[src/rtl/note_lane_scheduler.sv]
`default_nettype none
// ============================================================================
// Module   : note_lane_scheduler
// Purpose  : Owns the scrolling note lane. Keeps a circular buffer of live
//            notes, spawns notes at the right edge, scrolls them left once per
//            frame, judges drum hits against the oldest note and retires
//            missed notes.
// Ports    : clk, rst (async, active-low)
//            vsync          - one-cycle frame tick
//            request[1:0]   - spawn pulse (bit0 do, bit1 ka, 11 -> do)
//            hit_do, hit_ka - drum hit pulses (both -> do)
//            rd_idx         - renderer slot select, 0 = oldest note
//            rd_valid/rd_type/rd_x - combinational slot read port
//            note_count     - live notes
//            judge_valid/judge_code - registered one-cycle judgement strobe
//            combo          - consecutive non-miss count, saturating at 999
//            overflow       - sticky dropped-spawn flag
// Revision : 1.0 - initial release
// ============================================================================
module note_lane_scheduler #(
    parameter int         SLOTS     = 8,
    parameter logic [9:0] X_SPAWN   = 10'd600,
    parameter logic [9:0] X_JUDGE   = 10'd100,
    parameter int         SPEED     = 4,
    parameter int         GREAT_WIN = 8,
    parameter int         GOOD_WIN  = 20,
    localparam int        IW        = $clog2(SLOTS)
) (
    input  logic          clk,
    input  logic          rst,
    input  logic          vsync,
    input  logic [1:0]    request,
    input  logic          hit_do,
    input  logic          hit_ka,
    input  logic [IW-1:0] rd_idx,
    output logic          rd_valid,
    output logic          rd_type,
    output logic [9:0]    rd_x,
    output logic [IW:0]   note_count,
    output logic          judge_valid,
    output logic [1:0]    judge_code,
    output logic [9:0]    combo,
    output logic          overflow
);

    localparam logic [2:0] S_IDLE    = 3'd0;
    localparam logic [2:0] S_SCROLL  = 3'd1;
    localparam logic [2:0] S_MISSCHK = 3'd2;
    localparam logic [2:0] S_JUDGE   = 3'd3;
    localparam logic [2:0] S_SPAWN   = 3'd4;

    localparam logic [1:0]  C_GREAT   = 2'd0;
    localparam logic [1:0]  C_GOOD    = 2'd1;
    localparam logic [1:0]  C_MISS    = 2'd2;
    localparam logic [9:0]  C_SPEED   = 10'(SPEED);
    localparam logic [9:0]  C_GREAT_W = 10'(GREAT_WIN);
    localparam logic [9:0]  C_GOOD_W  = 10'(GOOD_WIN);
    localparam logic [9:0]  C_MISS_X  = X_JUDGE - 10'(GOOD_WIN);
    localparam logic [IW:0] C_FULL    = (IW+1)'(SLOTS);
    localparam logic [IW-1:0] C_LAST  = IW'(SLOTS-1);
    localparam logic [9:0]  C_COMBO_MAX = 10'd999;

    logic [2:0]       state_q, state_d;
    logic [IW-1:0]    head_q, head_d, tail_q, tail_d, idx_q, idx_d;
    logic [IW:0]      count_q, count_d;
    logic [SLOTS-1:0] valid_q, valid_d, type_q, type_d;
    logic [9:0]       x_q [SLOTS];
    logic [9:0]       x_d [SLOTS];
    logic [9:0]       combo_q, combo_d;
    logic             overflow_q, overflow_d;
    logic             judge_valid_q, judge_valid_d;
    logic [1:0]       judge_code_q, judge_code_d;
    logic             pend_frame_q, pend_frame_d;
    logic             pend_spawn_q, pend_spawn_d;
    logic             spawn_type_q, spawn_type_d;
    logic             pend_hit_q, pend_hit_d;
    logic             hit_type_q, hit_type_d;

    logic [9:0]       w_head_x;
    logic             w_head_valid;
    logic [9:0]       w_dist;
    logic             w_miss_head;
    logic [IW-1:0]    w_scroll_slot;
    logic [IW-1:0]    w_rd_slot;

    assign w_head_x      = x_q[head_q];
    assign w_head_valid  = valid_q[head_q];
    assign w_dist        = (w_head_x >= X_JUDGE) ? (w_head_x - X_JUDGE) : (X_JUDGE - w_head_x);
    assign w_miss_head   = w_head_valid && (w_head_x < C_MISS_X);
    assign w_scroll_slot = head_q + idx_q;

    // ------------------------------------------------------------------
    // State and datapath registers
    // ------------------------------------------------------------------
    always_ff @(posedge clk or negedge rst) begin
        if (!rst) begin
            state_q       <= S_IDLE;
            head_q        <= '0;
            tail_q        <= '0;
            idx_q         <= '0;
            count_q       <= '0;
            valid_q       <= '0;
            type_q        <= '0;
            for (int i = 0; i < SLOTS; i++) begin
                x_q[i] <= '0;
            end
            combo_q       <= '0;
            overflow_q    <= 1'b0;
            judge_valid_q <= 1'b0;
            judge_code_q  <= '0;
            pend_frame_q  <= 1'b0;
            pend_spawn_q  <= 1'b0;
            spawn_type_q  <= 1'b0;
            pend_hit_q    <= 1'b0;
            hit_type_q    <= 1'b0;
        end else begin
            state_q       <= state_d;
            head_q        <= head_d;
            tail_q        <= tail_d;
            idx_q         <= idx_d;
            count_q       <= count_d;
            valid_q       <= valid_d;
            type_q        <= type_d;
            x_q           <= x_d;
            combo_q       <= combo_d;
            overflow_q    <= overflow_d;
            judge_valid_q <= judge_valid_d;
            judge_code_q  <= judge_code_d;
            pend_frame_q  <= pend_frame_d;
            pend_spawn_q  <= pend_spawn_d;
            spawn_type_q  <= spawn_type_d;
            pend_hit_q    <= pend_hit_d;
            hit_type_q    <= hit_type_d;
        end
    end

    // ------------------------------------------------------------------
    // Next-state logic
    // ------------------------------------------------------------------
    always_comb begin
        state_d = state_q;
        case (state_q)
            S_IDLE: begin
                if (pend_frame_q)      state_d = S_SCROLL;
                else if (pend_hit_q)   state_d = S_JUDGE;
                else if (pend_spawn_q) state_d = S_SPAWN;
            end
            S_SCROLL:  if (idx_q == C_LAST) state_d = S_MISSCHK;
            S_MISSCHK: if (!w_miss_head)    state_d = S_IDLE;
            S_JUDGE:   state_d = S_IDLE;
            S_SPAWN:   state_d = S_IDLE;
            default:   state_d = S_IDLE;
        endcase
    end

    // ------------------------------------------------------------------
    // Datapath / output logic
    // ------------------------------------------------------------------
    always_comb begin
        head_d        = head_q;
        tail_d        = tail_q;
        idx_d         = idx_q;
        count_d       = count_q;
        valid_d       = valid_q;
        type_d        = type_q;
        x_d           = x_q;
        combo_d       = combo_q;
        overflow_d    = overflow_q;
        judge_valid_d = 1'b0;
        judge_code_d  = judge_code_q;
        pend_frame_d  = pend_frame_q;
        pend_spawn_d  = pend_spawn_q;
        spawn_type_d  = spawn_type_q;
        pend_hit_d    = pend_hit_q;
        hit_type_d    = hit_type_q;

        case (state_q)
            S_IDLE: begin
                if (pend_frame_q) begin
                    pend_frame_d = 1'b0;
                    idx_d        = '0;
                end else if (pend_hit_q) begin
                    pend_hit_d   = 1'b0;
                end else if (pend_spawn_q) begin
                    pend_spawn_d = 1'b0;
                end
            end
            S_SCROLL: begin
                if (valid_q[w_scroll_slot]) begin
                    x_d[w_scroll_slot] = (x_q[w_scroll_slot] >= C_SPEED) ?
                                         (x_q[w_scroll_slot] - C_SPEED) : 10'd0;
                end
                idx_d = idx_q + 1'b1;
            end
            S_MISSCHK: begin
                if (w_miss_head) begin
                    valid_d[head_q] = 1'b0;
                    head_d          = head_q + 1'b1;
                    count_d         = count_q - 1'b1;
                    judge_valid_d   = 1'b1;
                    judge_code_d    = C_MISS;
                    combo_d         = '0;
                end
            end
            S_JUDGE: begin
                // Hits outside the GOOD window (or on an empty lane) are ignored.
                if (w_head_valid && (w_dist <= C_GOOD_W)) begin
                    valid_d[head_q] = 1'b0;
                    head_d          = head_q + 1'b1;
                    count_d         = count_q - 1'b1;
                    judge_valid_d   = 1'b1;
                    if (type_q[head_q] != hit_type_q) begin
                        judge_code_d = C_MISS;
                        combo_d      = '0;
                    end else begin
                        judge_code_d = (w_dist <= C_GREAT_W) ? C_GREAT : C_GOOD;
                        combo_d      = (combo_q >= C_COMBO_MAX) ? combo_q : combo_q + 1'b1;
                    end
                end
            end
            S_SPAWN: begin
                if (count_q != C_FULL) begin
                    valid_d[tail_q] = 1'b1;
                    type_d[tail_q]  = spawn_type_q;
                    x_d[tail_q]     = X_SPAWN;
                    tail_d          = tail_q + 1'b1;
                    count_d         = count_q + 1'b1;
                end else begin
                    overflow_d = 1'b1;
                end
            end
            default: ;
        endcase

        // Input capture runs after the dispatch clear so an event arriving on
        // the same cycle its flag is consumed is kept, not lost.
        if (vsync) begin
            pend_frame_d = 1'b1;
        end
        if (request != 2'b00) begin
            if (pend_spawn_d) begin
                overflow_d = 1'b1;
            end else begin
                pend_spawn_d = 1'b1;
                spawn_type_d = (request == 2'b10);
            end
        end
        if ((hit_do || hit_ka) && !pend_hit_d) begin
            pend_hit_d = 1'b1;
            hit_type_d = hit_ka && !hit_do;
        end
    end

    // ------------------------------------------------------------------
    // Outputs
    // ------------------------------------------------------------------
    assign w_rd_slot   = head_q + rd_idx;
    assign rd_valid    = ({1'b0, rd_idx} < count_q) && valid_q[w_rd_slot];
    assign rd_type     = type_q[w_rd_slot];
    assign rd_x        = x_q[w_rd_slot];
    assign note_count  = count_q;
    assign judge_valid = judge_valid_q;
    assign judge_code  = judge_code_q;
    assign combo       = combo_q;
    assign overflow    = overflow_q;

endmodule
`default_nettype wire

[config.mk]
export PLATFORM = sky130hd
export DESIGN_NAME = note_lane_scheduler
export DESIGN_NICKNAME = d
export VERILOG_FILES = /design/src/rtl/note_lane_scheduler.sv
export SDC_FILE = /design/constraint.sdc
export NUM_CORES = 1
export LEC_CHECK = 0
export ABC_AREA = 1
export BUFFER_PORTS_ARGS = -buffer_cell sky130_fd_sc_hd__buf_4
export CAP_MARGIN = 10
export CORE_MARGIN = 8
export CORE_UTILIZATION = 57
export DETAILED_ROUTE_END_ITERATION = 12
export HOLD_SLACK_MARGIN = 0.1
export PLACE_DENSITY = 0.74
export SETUP_SLACK_MARGIN = 0.3
export SLEW_MARGIN = 10
export SYNTH_ARGS = -nofsm -noshare
export SYNTH_HDL_FRONTEND = slang
export SYNTH_SLANG_ARGS = --single-unit
[constraint.sdc]
create_clock -name clk -period 3.47 [get_ports clk]
set_input_delay 0.1735 -clock clk [delete_from_list [all_inputs] [get_ports clk]]
set_output_delay 0.1735 -clock clk [all_outputs]
set_load 0.05 [all_outputs]
==> reports/qor.yml <==
outcome: "finished, final reports clean"
finalCritPeriodShare_pct: 93.95
crit_type: "register to register"
p_comb_share_pct: 55.3
switchingPower_w: 0.003700
vias: 11670
hold_viol: 0
p_seq_share_pct: 21.6
synth-async-reset-ratio_pct: 100.0
drt_iter0_drc: 1816
clock_sinks: 131
initial_core_util_pct: 57.73
crit_path_end_kind: "register"
clk_pin_slew_ps: 70
relSlewSlack_pct: 25.92
grt_antenna_before_repair: 0
power_frac_clock_pct: 23.0
cts_made_buffers: 17
grt_max_degree: 92
drive_above_1_share_pct: 20.21
synth_ff_type: "dfrtp_1"
fin_skew_ps: 12.81
wl_per_cell_um: 20.96
yosys_register_bits: 131
syn_area_um2: 9881
diodes: 0
final_common_cell: "nand2_1"
io_buffers: 39
fin_ws_ps: 210.0
drtAntennaViolNets: 0
dieHeight_um: 147.7
core_um2: 17120
num_rows: 48
p_sw_share_pct: 47.22
grt_pass1_vias: 10700
layout_common_cells: "nand2_1, nor2_1, inv_1"
htreeDepth: 4
vias_per_cell: 6.266
post-place-ws_ps: 24.60
drv_slew: 0
globalRouteTotalUtil_pct: 34.58
grt_pass1_wl_um: 58910
clock_path_buffers: 2
place.gp.congestion: 1.014
grt.overflow.total: 0
fin_nets: 1654
cts_tree: "yes"
hpwl_um: 25990
timing.setup.tns_ps: 0
startpoint_type: "register"
crit_arrival_ps: 3580
hp-class: "input pin to asynchronous set/reset pin"
syn_area_per_cell_um2: 6.596
drt-pass1-iter-count: 6
p_int_w: 0.004136
finalWirelength_um: 39050
insertion_delay_ps: 440
required_ps: 3790
die_x_um: 147.7
area_growth_pct: 27.10
drc: 0
p_leak_nw: 6.061
ir_worst_vdd_v: 0.0005513
tightest_slew_ps: 1107
cts_root_buf: "clkbuf_16"
dieArea_um2: 21800
powerDensity_nw_per_um2: 624.0
synth_edf_count: 0
setup_viol: 0
io_pins: 40
finalCriticalPeriod_ps: 3260
synth_nets: 1527
cap_violations: 0
syn_inst: 1498
crit_fanout: 6
ys_warn_count: 0
ys_seq_area_share_pct: 33.18
rsz0062_at_grt: "true"
synth_cell_types: 46
max_freq_ghz: 0.3067
==> area by class of cell <==
cell class	count	area, um2
Inverter	159	625.6
Clock inverter	15	136.4
Tap cell	225	281.5
Multi-Input combinational cell	1143	6150
Timing Repair Buffer	173	1659
Sequential cell	131	3281
Clock buffer	17	425.4
Fill cell	1404	4558
==> worst max-delay path, stage by stage, from the launching register on <==
cell and delay (ps):
dfrtp_2 450, ha_4 180, fa_2 540, buf_12 180
nor3_4 330, buf_4 180, nand2_1 80, o21ai_1 90
nor2_1 70, nand3_2 70, nand2_1 90, nor3_4 220
buf_12 140, buf_12 100, nand2_4 100, buf_6 150
nand3_1 80, a22oi_1 70
==> power groups by stage <==
stage / Clock, W / Combinational (W) / Sequential (W)
floorplan: 0 / 0.00198 / 0.00180
CTS: 0.00179 / 0.00387 / 0.00169
global route: 0.00185 / 0.00453 / 0.00171
finish: 0.00180 / 0.00434 / 0.00170
detailed placement: 0 / 0.00331 / 0.00172
global placement: 0 / 0.00328 / 0.00172
==> stage by stage <==
step	total power (W)	area (um2)	utilization, %	hold WS (ps)	instances
after floorplan	0.003783	9887	-	-122.1	1498
after global placement	0.004999	10650	62.20	324.9	1763
after detailed placement	0.005028	10650	62.20	332.1	1763
after CTS	0.007357	11930	69.69	435.3	1838
after global routing	0.008083	12560	73.37	483.8	1863
final	0.007837	12560	73.37	409.8	1863
==> kinds of logic after synthesis <==
| family | count (synthesis) | synth area share, % |
|---|---|---|
| adder cells (fa/ha/maj) | 19 | 2.634 |
| flip-flops | 131 | 33.18 |
| buffers and inverters | 227 | 9.801 |
| XOR/XNOR | 18 | 1.596 |
| AND/OR/NAND/NOR | 737 | 31.99 |
| AO/OA/AOI/OAI | 366 | 20.81 |
==> routing by layer <==
layer,wire length (um),global-route usage [%],up-vias
met3,4957,8.958,187
met5,0,0,-
li1,-,-,5270
met2,16760,51.17,835
met4,2213,18.66,0
met1,15110,45.53,5381
==> flip-flops by register name, summed over array words and instances, names as in the netlist, 2 cells and up <==
signal / flops
combo: 10
valid_q: 8
type_q: 8
tail_q: 3
state_q: 3
x_q: 80
head_q: 3
note_count: 4
idx_q: 3
judge_code: 2
==> path summary, 6_finish.rpt <==
kind	from	cells after the start	slack, ps	end
setup / recovery	head_q[0]	17	210	x_q[51]
hold reg to reg	type_q[1]	2	490	type_q[1]
min in group clk	type_q[1]	2	490	type_q[1]
hold / removal	rst	2	410	x_q[78]
max in group asynchronous	rst	3	2300	combo[9]
setup reg to reg	head_q[0]	17	210	x_q[51]
==> synth_stat cells, types with 4 or more instances <==
library cell  instances  share of area [%]
buf_2                 9               0.46
ha_1                 16                2.0
o211ai_1             14                1.1
buf_4                10               0.76
inv_1               148                5.6
o22ai_1              37                2.3
nor3_1                4               0.20
nand4_1              31                2.0
nor2_1              164                6.2
o21ai_0             106                5.4
xor2_1               15                1.3
a21oi_1             130                6.6
o21ai_1               8               0.41
dfrtp_1             131                 33
nor2_2                4               0.25
nand3_4               4               0.71
nand3_1              88                4.5
a22oi_1              23                1.7
nand2_1             413                 16
a31oi_1              37                2.3
inv_2                 8               0.30
clkbuf_1             38                1.4
nand2_2               9               0.57
nand3b_1              4               0.30
buf_6                 9                1.0
==> timing repair <==
action / in CTS / in global routing
hold endpoints to repair: 96 / 0
hold buffers: 8 / 0
gates cloned: 5 / 3
pin swaps: 19 / 41
buffers inserted: 30 / 22
resized for setup: 57 / 120
setup endpoints to repair: 117 / 120
(Power assumes the default switching activity.)
